### src/rtl/atomrvcore_ifu_prefetch.sv
// Instruction fetch unit with prefetch buffer.
// Owns the fetch PC, issues word requests to instruction memory, buffers the
// returned words with their PCs in a small FIFO and presents them to decode.
// A redirect flushes the FIFO and turns every in-flight response into a
// stale one that is discarded when it arrives.
module atomrvcore_ifu_prefetch #(
   parameter int XLEN     = 32,
   parameter int DEPTH    = 4,
   parameter int MAX_OUTS = 2,
   parameter logic [XLEN-1:0] RESET_PC = '0
) (
   input  logic            clk_i,
   input  logic            PCrst_i,
   output logic            imem_req_o,
   output logic [XLEN-1:0] imem_addr_o,
   input  logic            imem_gnt_i,
   input  logic            imem_rvalid_i,
   input  logic [XLEN-1:0] imem_rdata_i,
   output logic            instr_valid_o,
   output logic [XLEN-1:0] instr_o,
   output logic [XLEN-1:0] instr_pc_o,
   input  logic            instr_ready_i,
   input  logic            br_en_i,
   input  logic            jal_en_i,
   input  logic            jalr_en_i,
   input  logic [XLEN-1:0] ctl_pc_i,
   input  logic [XLEN-1:0] imm_i,
   input  logic [XLEN-1:0] rs1_i,
   output logic [XLEN-1:0] link_o,
   output logic            misalign_o
);

   localparam int PW = $clog2(DEPTH);
   localparam int CW = $clog2(DEPTH + 1);
   localparam int SW = CW + 1;
   localparam int OW = $clog2(MAX_OUTS + 1);
   localparam int TW = (MAX_OUTS > 1) ? $clog2(MAX_OUTS) : 1;
   localparam logic [SW-1:0] DEPTH_S   = SW'(DEPTH);
   localparam logic [OW-1:0] MAX_OUT_S = OW'(MAX_OUTS);
   localparam logic [TW-1:0] TAG_LAST  = TW'(MAX_OUTS - 1);

   logic [XLEN-1:0] fetch_pc_reg;
   logic [XLEN-1:0] instr_mem [DEPTH];
   logic [XLEN-1:0] pc_mem [DEPTH];
   logic [PW-1:0]   wr_ptr_reg, rd_ptr_reg;
   logic [CW-1:0]   count_reg;
   logic [OW-1:0]   outs_reg, drop_reg;
   logic [XLEN-1:0] tag_mem [MAX_OUTS];
   logic [TW-1:0]   tag_wr_reg, tag_rd_reg;
   logic            misalign_reg;

   logic            redirect, issue, fire, resp, push, pop, head_valid;
   logic [XLEN-1:0] jalr_sum, target;
   logic [SW-1:0]   occupancy;

   // Redirect target: jalr has priority; branch and jal share the pc-relative form
   always_comb begin
      jalr_sum = rs1_i + imm_i;
      target   = ctl_pc_i + {imm_i[XLEN-2:0], 1'b0};
      if (jalr_en_i) begin
         target = jalr_sum & ~XLEN'(1);
      end
   end

   // Request/response/FIFO handshake decode; a redirect overrides issue and pop
   always_comb begin
      redirect   = br_en_i | jal_en_i | jalr_en_i;
      occupancy  = SW'(count_reg) + SW'(outs_reg);
      issue      = PCrst_i && (occupancy < DEPTH_S) && (outs_reg < MAX_OUT_S) && !redirect;
      fire       = issue && imem_gnt_i;
      resp       = imem_rvalid_i && (outs_reg != '0);
      push       = resp && (drop_reg == '0) && !redirect;
      head_valid = (count_reg != '0);
      pop        = head_valid && instr_ready_i && !redirect;
   end

   // Fetch PC: reload on redirect (word aligned), advance on every granted request
   always_ff @(posedge clk_i or negedge PCrst_i) begin
      if (!PCrst_i) begin
         fetch_pc_reg <= RESET_PC;
      end else if (redirect) begin
         fetch_pc_reg <= {target[XLEN-1:2], 2'b00};
      end else if (fire) begin
         fetch_pc_reg <= fetch_pc_reg + XLEN'(4);
      end
   end

   // Outstanding and stale-response counters; on redirect everything still in flight is stale
   always_ff @(posedge clk_i or negedge PCrst_i) begin
      if (!PCrst_i) begin
         outs_reg <= '0;
         drop_reg <= '0;
      end else begin
         outs_reg <= outs_reg + OW'(fire) - OW'(resp);
         if (redirect) begin
            drop_reg <= outs_reg - OW'(resp);
         end else if (resp && drop_reg != '0) begin
            drop_reg <= drop_reg - OW'(1);
         end
      end
   end

   // Tag queue pointers: one tag per outstanding request, consumed in order
   always_ff @(posedge clk_i or negedge PCrst_i) begin
      if (!PCrst_i) begin
         tag_wr_reg <= '0;
         tag_rd_reg <= '0;
      end else begin
         if (fire) tag_wr_reg <= (tag_wr_reg == TAG_LAST) ? '0 : tag_wr_reg + TW'(1);
         if (resp) tag_rd_reg <= (tag_rd_reg == TAG_LAST) ? '0 : tag_rd_reg + TW'(1);
      end
   end

   // Tag storage: remember the PC of each granted request
   always_ff @(posedge clk_i) begin
      if (fire) tag_mem[tag_wr_reg] <= fetch_pc_reg;
   end

   // FIFO pointers and occupancy; a redirect empties the buffer
   always_ff @(posedge clk_i or negedge PCrst_i) begin
      if (!PCrst_i) begin
         wr_ptr_reg <= '0;
         rd_ptr_reg <= '0;
         count_reg  <= '0;
      end else if (redirect) begin
         rd_ptr_reg <= wr_ptr_reg;
         count_reg  <= '0;
      end else begin
         if (push) wr_ptr_reg <= wr_ptr_reg + PW'(1);
         if (pop)  rd_ptr_reg <= rd_ptr_reg + PW'(1);
         count_reg <= count_reg + CW'(push) - CW'(pop);
      end
   end

   // FIFO storage, one write port per entry
   for (genvar gi = 0; gi < DEPTH; gi++) begin : g_entry
      // Capture the returned word with the PC of the request it answers
      always_ff @(posedge clk_i) begin
         if (push && wr_ptr_reg == PW'(gi)) begin
            instr_mem[gi] <= imem_rdata_i;
            pc_mem[gi]    <= tag_mem[tag_rd_reg];
         end
      end
   end

   // Misalignment flag: single-cycle pulse after a redirect to a non-word target
   always_ff @(posedge clk_i or negedge PCrst_i) begin
      if (!PCrst_i) begin
         misalign_reg <= 1'b0;
      end else begin
         misalign_reg <= redirect && (target[1:0] != 2'b00);
      end
   end

   assign imem_req_o    = issue;
   assign imem_addr_o   = fetch_pc_reg;
   assign instr_valid_o = head_valid;
   assign instr_o       = head_valid ? instr_mem[rd_ptr_reg] : '0;
   assign instr_pc_o    = head_valid ? pc_mem[rd_ptr_reg] : '0;
   assign link_o        = ctl_pc_i + XLEN'(4);
   assign misalign_o    = misalign_reg;

endmodule

### config.mk
export PLATFORM = sky130hd
export DESIGN_NAME = atomrvcore_ifu_prefetch
export DESIGN_NICKNAME = d
export VERILOG_FILES = /design/src/rtl/atomrvcore_ifu_prefetch.sv
export SDC_FILE = /design/constraint.sdc
export NUM_CORES = 1
export LEC_CHECK = 0
export ABC_AREA = 1
export CAP_MARGIN = 20
export CORE_UTILIZATION = 45
export CTS_CLUSTER_DIAMETER = 150
export CTS_CLUSTER_SIZE = 16
export DETAILED_ROUTE_END_ITERATION = 6
export GPL_TIMING_DRIVEN = 0
export PLACE_DENSITY = 0.76
export SYNTH_ARGS = -nofsm -noshare
export SYNTH_HDL_FRONTEND = slang
export SYNTH_SLANG_ARGS = --single-unit
### constraint.sdc
create_clock -name clk_i -period 10.7 [get_ports clk_i]
set_clock_uncertainty 0.1 [all_clocks]
set_input_delay 1.07 -clock clk_i [delete_from_list [all_inputs] [get_ports clk_i]]
set_output_delay 1.07 -clock clk_i [all_outputs]
set_load 0.1 [all_outputs]
==> flow_metrics.py, run 1 <==
metrics = {
    "status": {
        "run_status": "completed",
    },
    "route": {
        "wl_mm": 58.3,
        "drt_drc_violations_left": 0,
        "first_iter_violations": 1318,
        "routed-via-count": 16629,
        "routed_wire_length_per_instance_um": 18.7,
        "drt-pass1-iter-count": 6,
        "viasPerCell": 5.32,
        "drt.antenna.violating_nets": 0,
    },
    "cts": {
        "tritoncts": "yes",
        "clkTransAtPathRegs_ns": 0.08,
        "cts_buffers": 25,
        "hold_buffers": 0,
        "htree_levels": 1,
        "post_cts_resized": 0,
        "clock_tree.root_cell": "clkbuf_16",
        "postCtsSetupBuffers": 0,
        "cts_sinks": 352,
        "clock_latency_ns": 0.53,
        "cts.path.max_buffers": 3,
    },
    "placement": {
        "placedInstanceArea_um2": 23100,
        "dpl.hpwl_mm": 45.2,
        "gp_congestion": 1.01,
        "pre_cts_slack_ns": 5.10,
        "portBuffers": 261,
    },
    "pwr": {
        "internal-power_mw": 2.45,
        "leakage_power_nw": 9.49,
        "seqPwrFrac_pct": 42.1,
        "comb_power_share_pct": 35.9,
        "p_sw_share_pct": 38.3,
        "switchingPower_mw": 1.52,
        "power-per-cell-area_nw_per_um2": 167,
        "vdd.ir_drop.worst_uv": 141,
        "power_frac_clock_pct": 22.0,
    },
    "yosys": {
        "async_reset_ff_share_pct": 12.5,
        "synth.cell_area_um2": 19500,
        "synthDistinctLibCells": 55,
        "ff_latch_count_synth": 352,
        "yosys.area.top_type": "edfxtp_1",
        "number_of_enable_type_register_cells_in_the_synthesized_netlist": 308,
        "synth_seq_area_share_pct": 53.0,
        "netlist_instances": 2229,
        "postSynth.topFlopCell": "edfxtp_1",
        "synth.top_cells.by_area": "edfxtp_1, nand2_1, nor2_1",
        "synthesis.area_per_instance_um2": 8.76,
        "synthDominantCellAreaShare_pct": 47.4,
        "synth_warnings": 0,
    },
    "setup_path": {
        "critical_path.max_stage_delay_ns": 1.15,
        "worst_ep_required_time_ns": 9.53,
        "critical_path.startpoint_type": "input pin",
        "timing.critical_path.arrival_ns": 4.38,
        "crit_chain": "clkdlybuf4s50_1 -> ha_1 -> nand3_2 -> nor2_2 -> nand2_2 -> nor2_4 -> nand2_2 -> nor3_4 -> nand3_2 -> nor2_4 -> nand3_2 -> xnor2_1 -> clkdlybuf4s50_1",
        "crit_path_max_delay_cell_type": "clkdlybuf4s50_1",
        "endpoint_kind": "output port",
        "timing.critical_path.fanout_max": 4,
        "reg_to_reg_setup_timing_slack_ns": 7.64,
        "crit_type": "input pin to output port",
        "most_frequent_cell_on_critical_path": "nand3_2",
    },
    "die": {
        "fp-row-count": 75,
        "starting_density_of_the_core_pct": 46.1,
        "area_enclosed_by_the_die_boundary_um2": 44200,
        "floorplan.die.width_um": 210,
        "num_io_pins": 267,
        "coreArea_um2": 42300,
        "floorplan.die.height_um": 210,
    },
    "finish": {
        "layout.nets": 2743,
        "number_of_flip_flops_in_the_largest_register": 128,
        "num-fill-cells": 3710,
        "finish.instance_area_um2": 23800,
        "antenna-diode-count": 0,
        "largest_registers": "instr_mem (128), pc_mem (120), tag_mem (60)",
        "layout-drive-gt1-share_pct": 3.81,
        "final_core_utilization_pct": 56.3,
        "max_flop_register": "instr_mem",
        "areaGrowthSynthToFinish_pct": 22.1,
    },
    "global_route": {
        "pin_count_of_the_biggest_net_entering_global_routing": 32,
        "antenna_found_initial": 1,
        "groute.usage.overall_pct": 26.1,
        "global_route_wire_length_before_repair_mm": 89.8,
        "gr-total-overflow": 0,
        "vias_in_the_first_global_route": 16695,
    },
    "timing": {
        "tightest_slew_ns": 1.11,
        "grt_setup_unrepaired": "false",
        "slew-limit-headroom_pct": 25.9,
        "finalWorstPathRequiredPeriod_ns": 5.55,
        "whs_ns": 0.350,
        "setup_slack_ns": 5.15,
        "report.final.slew_viol_count": 0,
        "setup_violations": 0,
        "min_period_over_period_pct": 51.8,
        "max_freq_ghz": 0.180,
        "fin_setup_tns_ns": 0,
        "hold_viol_final": 0,
    },
    "flow_run": {
        "max_cap_violations": 0,
    },
    "hold_path": {
        "hp-class": "input pin to async pin",
    },
}
-- worst paths after layout --
kind	startpoint	to	cells past startpoint
worst max register to register	outs_reg[1]	pc_mem[0][28]	6
worst min-delay path	PCrst_i	misalign_o	1
max in group asynchronous	PCrst_i	imem_addr_o[18]	2
worst max-delay path	ctl_pc_i[2]	link_o[26]	13
worst min register to register	imem_addr_o[18]	tag_mem[0][18]	0
min in group clk_i	imem_addr_o[18]	tag_mem[0][18]	0
-- cell usage after synthesis (all sizes together) (2+ instances only) --
cell / instances
a21boi: 2
a21o: 3
a21oi: 150
a22oi: 3
a31oi: 6
and2: 2
and3: 3
buf: 26
clkbuf: 48
clkinv: 2
dfrtp: 44
edfxtp: 308
fa: 3
ha: 73
inv: 208
nand2: 482
nand3: 119
nand3b: 15
nand4: 19
nor2: 402
nor3: 27
nor4: 5
o211ai: 3
o21a: 6
o21ai: 191
o21bai: 11
o221ai: 3
o22ai: 3
or2: 3
xnor2: 20
xor2: 32
-- cell usage in the layout, fill, tap and decap left out, types with 5 or more instances in the layout --
cell / netlist / layout
nor2_2: 5 / 7
nand3b_1: 15 / 15
a21oi_1: 150 / 150
clkbuf_16: 0 / 25
dfrtp_1: 44 / 44
buf_1: 16 / 16
xor2_1: 32 / 32
ha_1: 73 / 73
nor2_4: 5 / 9
inv_2: 9 / 9
o21a_1: 6 / 6
nand3_1: 111 / 111
nand2_1: 475 / 475
nor3_1: 24 / 24
buf_4: 6 / 6
inv_1: 197 / 197
clkdlybuf4s50_1: 0 / 260
nor4_1: 5 / 5
o21ai_0: 176 / 176
nand4_1: 18 / 18
edfxtp_1: 308 / 308
o21ai_1: 15 / 15
nor2_1: 390 / 384
clkbuf_1: 48 / 68
o21bai_1: 11 / 11
buf_12: 0 / 5
xnor2_1: 19 / 19
a31oi_1: 6 / 6
nand3_2: 7 / 7
-- kinds of logic after synthesis --
group           count (synthesis)  share of synthesized area (%)
xor+xnor                       52                           2.37
compound gates                386                           10.5
simple gates                 1078                           23.4
other cells                     1                         0.0192
buf+inv                       284                           5.69
flops                         352                           53.0
fa+ha+maj                      76                           4.99
-- per-stage QoR --
step	instances	total power, mW
2_1_floorplan	2232	2.64
3_3_place_gp	3070	3.07
3_5_place_dp	3081	3.12
4_1_cts	3126	3.98
5_1_grt	3126	4.18
6_report	3126	3.97
-- final cells by class --
class                      count  area, µm²  area share, %
sequential                   352      10300           43.4
multi-input combinational   1596       8110           34.0
timing repair buffer         272       2850           11.9
inverter                     210        793           3.33
tap                          577        722           3.03
clock buffer                  45        701           2.94
buffer                        74        318           1.33
-- worst max-delay path, delay by kind of cell --
family | cells | cell delay (ns)
buf+inv | 2 | 1.73
simple gates | 9 | 1.17
fa+ha+maj | 1 | 0.24
xor+xnor | 1 | 0.15
-- routing by layer --
layer | global-route usage, % | wire [µm] | vias to the layer above
li1 | - | - | 8075
met1 | 30.1 | 22600 | 7845
met2 | 49.7 | 30300 | 595
met3 | 2.89 | 3480 | 114
met4 | 9.04 | 2050 | 0
met5 | 0 | 0 | -
-- power groups by stage --
stage	registers (mW)	clock network [mW]	logic, mW
after floorplan	1.83	0	0.806
after global placement	1.70	0	1.37
after detailed placement	1.70	0	1.42
after CTS	1.67	0.884	1.43
after global routing	1.68	0.929	1.57
final	1.67	0.873	1.43
(Power assumes the default switching activity.)
==> inputs of run 2 (changes only) <==
==> constraint.sdc (replaced) <==
create_clock -name clk_i -period 5.4 [get_ports clk_i]
set_clock_uncertainty 0.1 [all_clocks]
set_input_delay 0.54 -clock clk_i [delete_from_list [all_inputs] [get_ports clk_i]]
set_output_delay 0.54 -clock clk_i [all_outputs]
set_load 0.1 [all_outputs]
==> run 2 against run 1 <==
Against the previous run:
- via count up 0.31%
- largest cell class unchanged
- global-route usage about the same
- non-clock buffer count up 1
- register-to-register slack worse by 5.3 ns
- count of clock-buffer cells in the layout unchanged
- final cell count about the same
- total power up 98%
- critical path type is now flop to output port
- die area unchanged
- critical path depth down 6
- highest routed layer unchanged
==> flow_metrics.py, run 2 (synthesis gave the netlist of run 1 again) <==
metrics = {
    "timing": {
        "fin_setup_tns_ns": 0,
        "min_period_over_period_pct": 85.6,
        "hold_viol_final": 0,
        "finalWorstPathRequiredPeriod_ns": 4.62,
        "report.final.slew_viol_count": 0,
        "tightest_slew_ns": 1.11,
        "grt_setup_unrepaired": "false",
        "slew-limit-headroom_pct": 25.8,
        "setup_violations": 0,
        "max_freq_ghz": 0.216,
    },
    "setup_path": {
        "reg2reg_launch_point": "outs_reg[1]",
        "critical_path.startpoint_type": "flop",
        "crit_type": "flop to output port",
        "timing.critical_path.arrival_ns": 3.98,
        "endpoint_kind": "output port",
        "worst_ep_required_time_ns": 4.76,
        "rr_worst_depth": 6,
        "timing.critical_path.fanout_max": 10,
        "reg_to_reg_setup_timing_slack_ns": 2.33,
        "r2r_end": "pc_mem[0][28]",
    },
    "global_route": {
        "vias_in_the_first_global_route": 16700,
        "antenna_found_initial": 1,
        "gr-total-overflow": 0,
        "global_route_wire_length_before_repair_mm": 89.8,
        "groute.usage.overall_pct": 26.1,
        "pin_count_of_the_biggest_net_entering_global_routing": 32,
    },
    "die": {
        "fp-row-count": 75,
        "floorplan.die.width_um": 210,
        "coreArea_um2": 42300,
        "starting_density_of_the_core_pct": 46.1,
        "num_io_pins": 267,
        "area_enclosed_by_the_die_boundary_um2": 44200,
        "floorplan.die.height_um": 210,
    },
    "placement": {
        "post-place-cells": 3081,
        "portBuffers": 261,
        "dpl.hpwl_mm": 45.2,
        "gp_congestion": 1.01,
    },
    "cts": {
        "clkTransAtPathRegs_ns": 0.08,
        "tritoncts": "yes",
        "clock_tree.root_cell": "clkbuf_16",
        "cts_sinks": 352,
        "clock_latency_ns": 0.54,
        "htree_levels": 1,
        "post_cts_resized": 0,
        "cts.path.max_buffers": 3,
        "cts_buffers": 25,
    },
    "finish": {
        "max_flop_register": "instr_mem",
        "layout-drive-gt1-share_pct": 3.80,
        "most-common-layout-cells": "nand2_1, nor2_1, edfxtp_1",
        "number_of_flip_flops_in_the_largest_register": 128,
        "final_core_utilization_pct": 56.4,
        "areaGrowthSynthToFinish_pct": 22.2,
        "most_frequent_standard_cell_in_the_layout_excluding_fill_and_tap_cells": "nand2_1",
        "layout.nets": 2744,
        "layoutNonFillerInstCount": 3128,
        "largest_registers": "instr_mem (128), pc_mem (120), tag_mem (60)",
    },
    "pwr": {
        "power-per-cell-area_nw_per_um2": 330,
        "vdd.ir_drop.worst_uv": 280,
        "power_frac_clock_pct": 21.9,
        "switchingPower_mw": 3.02,
        "leakage_power_nw": 9.49,
        "comb_power_share_pct": 36.0,
        "p_sw_share_pct": 38.3,
        "seqPwrFrac_pct": 42.1,
        "internal-power_mw": 4.86,
    },
    "status": {
        "run_status": "completed",
    },
    "route": {
        "routed-via-count": 16680,
        "drt-pass1-iter-count": 5,
        "drt_drc_violations_left": 0,
        "drt.antenna.violating_nets": 0,
        "routed_wire_length_per_instance_um": 18.6,
        "viasPerCell": 5.33,
        "wl_mm": 58.3,
        "first_iter_violations": 1273,
    },
    "flow_run": {
        "max_cap_violations": 0,
    },
    "hold_path": {
        "hp-class": "input pin to async pin",
    },
}
==> run 2: power groups by stage <==
stage | registers (mW) | logic (mW) | clock network (mW)
after CTS | 3.31 | 2.83 | 1.75
after detailed placement | 3.37 | 2.81 | 0
after floorplan | 3.64 | 1.60 | 0
after global placement | 3.37 | 2.71 | 0
final | 3.31 | 2.83 | 1.73
after global routing | 3.33 | 3.11 | 1.84
==> run 2: worst max-delay path by stage <==
stage,from,to,slack [ns],cells after the start
floorplan,jalr_en_i,instr_mem[0][0],0.91,6
global placement,jal_en_i,instr_mem[3][24],-1.76,6
detailed placement,ctl_pc_i[2],link_o[26],0.86,13
CTS,rd_ptr_reg[0],instr_pc_o[23],0.69,7
global route,rd_ptr_reg[0],instr_pc_o[24],0.56,7
finish,rd_ptr_reg[0],instr_pc_o[23],0.78,7
==> run 2: final cells by class <==
cell class	instances	area (µm²)
flip-flops and latches	352	10300
repair buffers	273	2860
well taps	577	722
multi-input cells	1596	8110
diodes	1	2.50
fillers	3708	18500
inverters	210	793
clock buffers	45	701
plain buffers	74	318
==> run 2: routing by layer <==
metal | global-route usage, % | part of all wire [%] | up-vias
met1 | 30.1 | 38 | 7892
met4 | 9.04 | 3.2 | 0
li1 | - | - | 8085
met2 | 49.7 | 52 | 605
met3 | 2.89 | 6.1 | 98
met5 | 0 | 0 | -
==> run 2: per-stage QoR <==
stage	worst slack [ns]	hold slack, ns	cell area, µm²	total power, mW
finish	0.778	0.359	23800	7.88
global route	0.560	0.403	23800	8.28
CTS	0.686	0.355	23800	7.89
detailed placement	0.856	0.392	23100	6.18
global placement	-1.76	0.420	22900	6.07
floorplan	0.915	0.144	19500	5.23
==> run 2: what timing repair did <==
action,in CTS,in global routing
hold buffers,1,0
hold endpoints to repair,14,0
setup buffers,0,0
==> run 2: worst max-delay path: stages, from the launching register on <==
cell             delay (ns)
dfrtp_1                0.37
clkbuf_1               0.23
inv_2                  0.21
clkbuf_1               0.51
clkbuf_1               0.49
o21ai_0                0.20
a21oi_1                0.26
clkdlybuf4s50_1        1.18
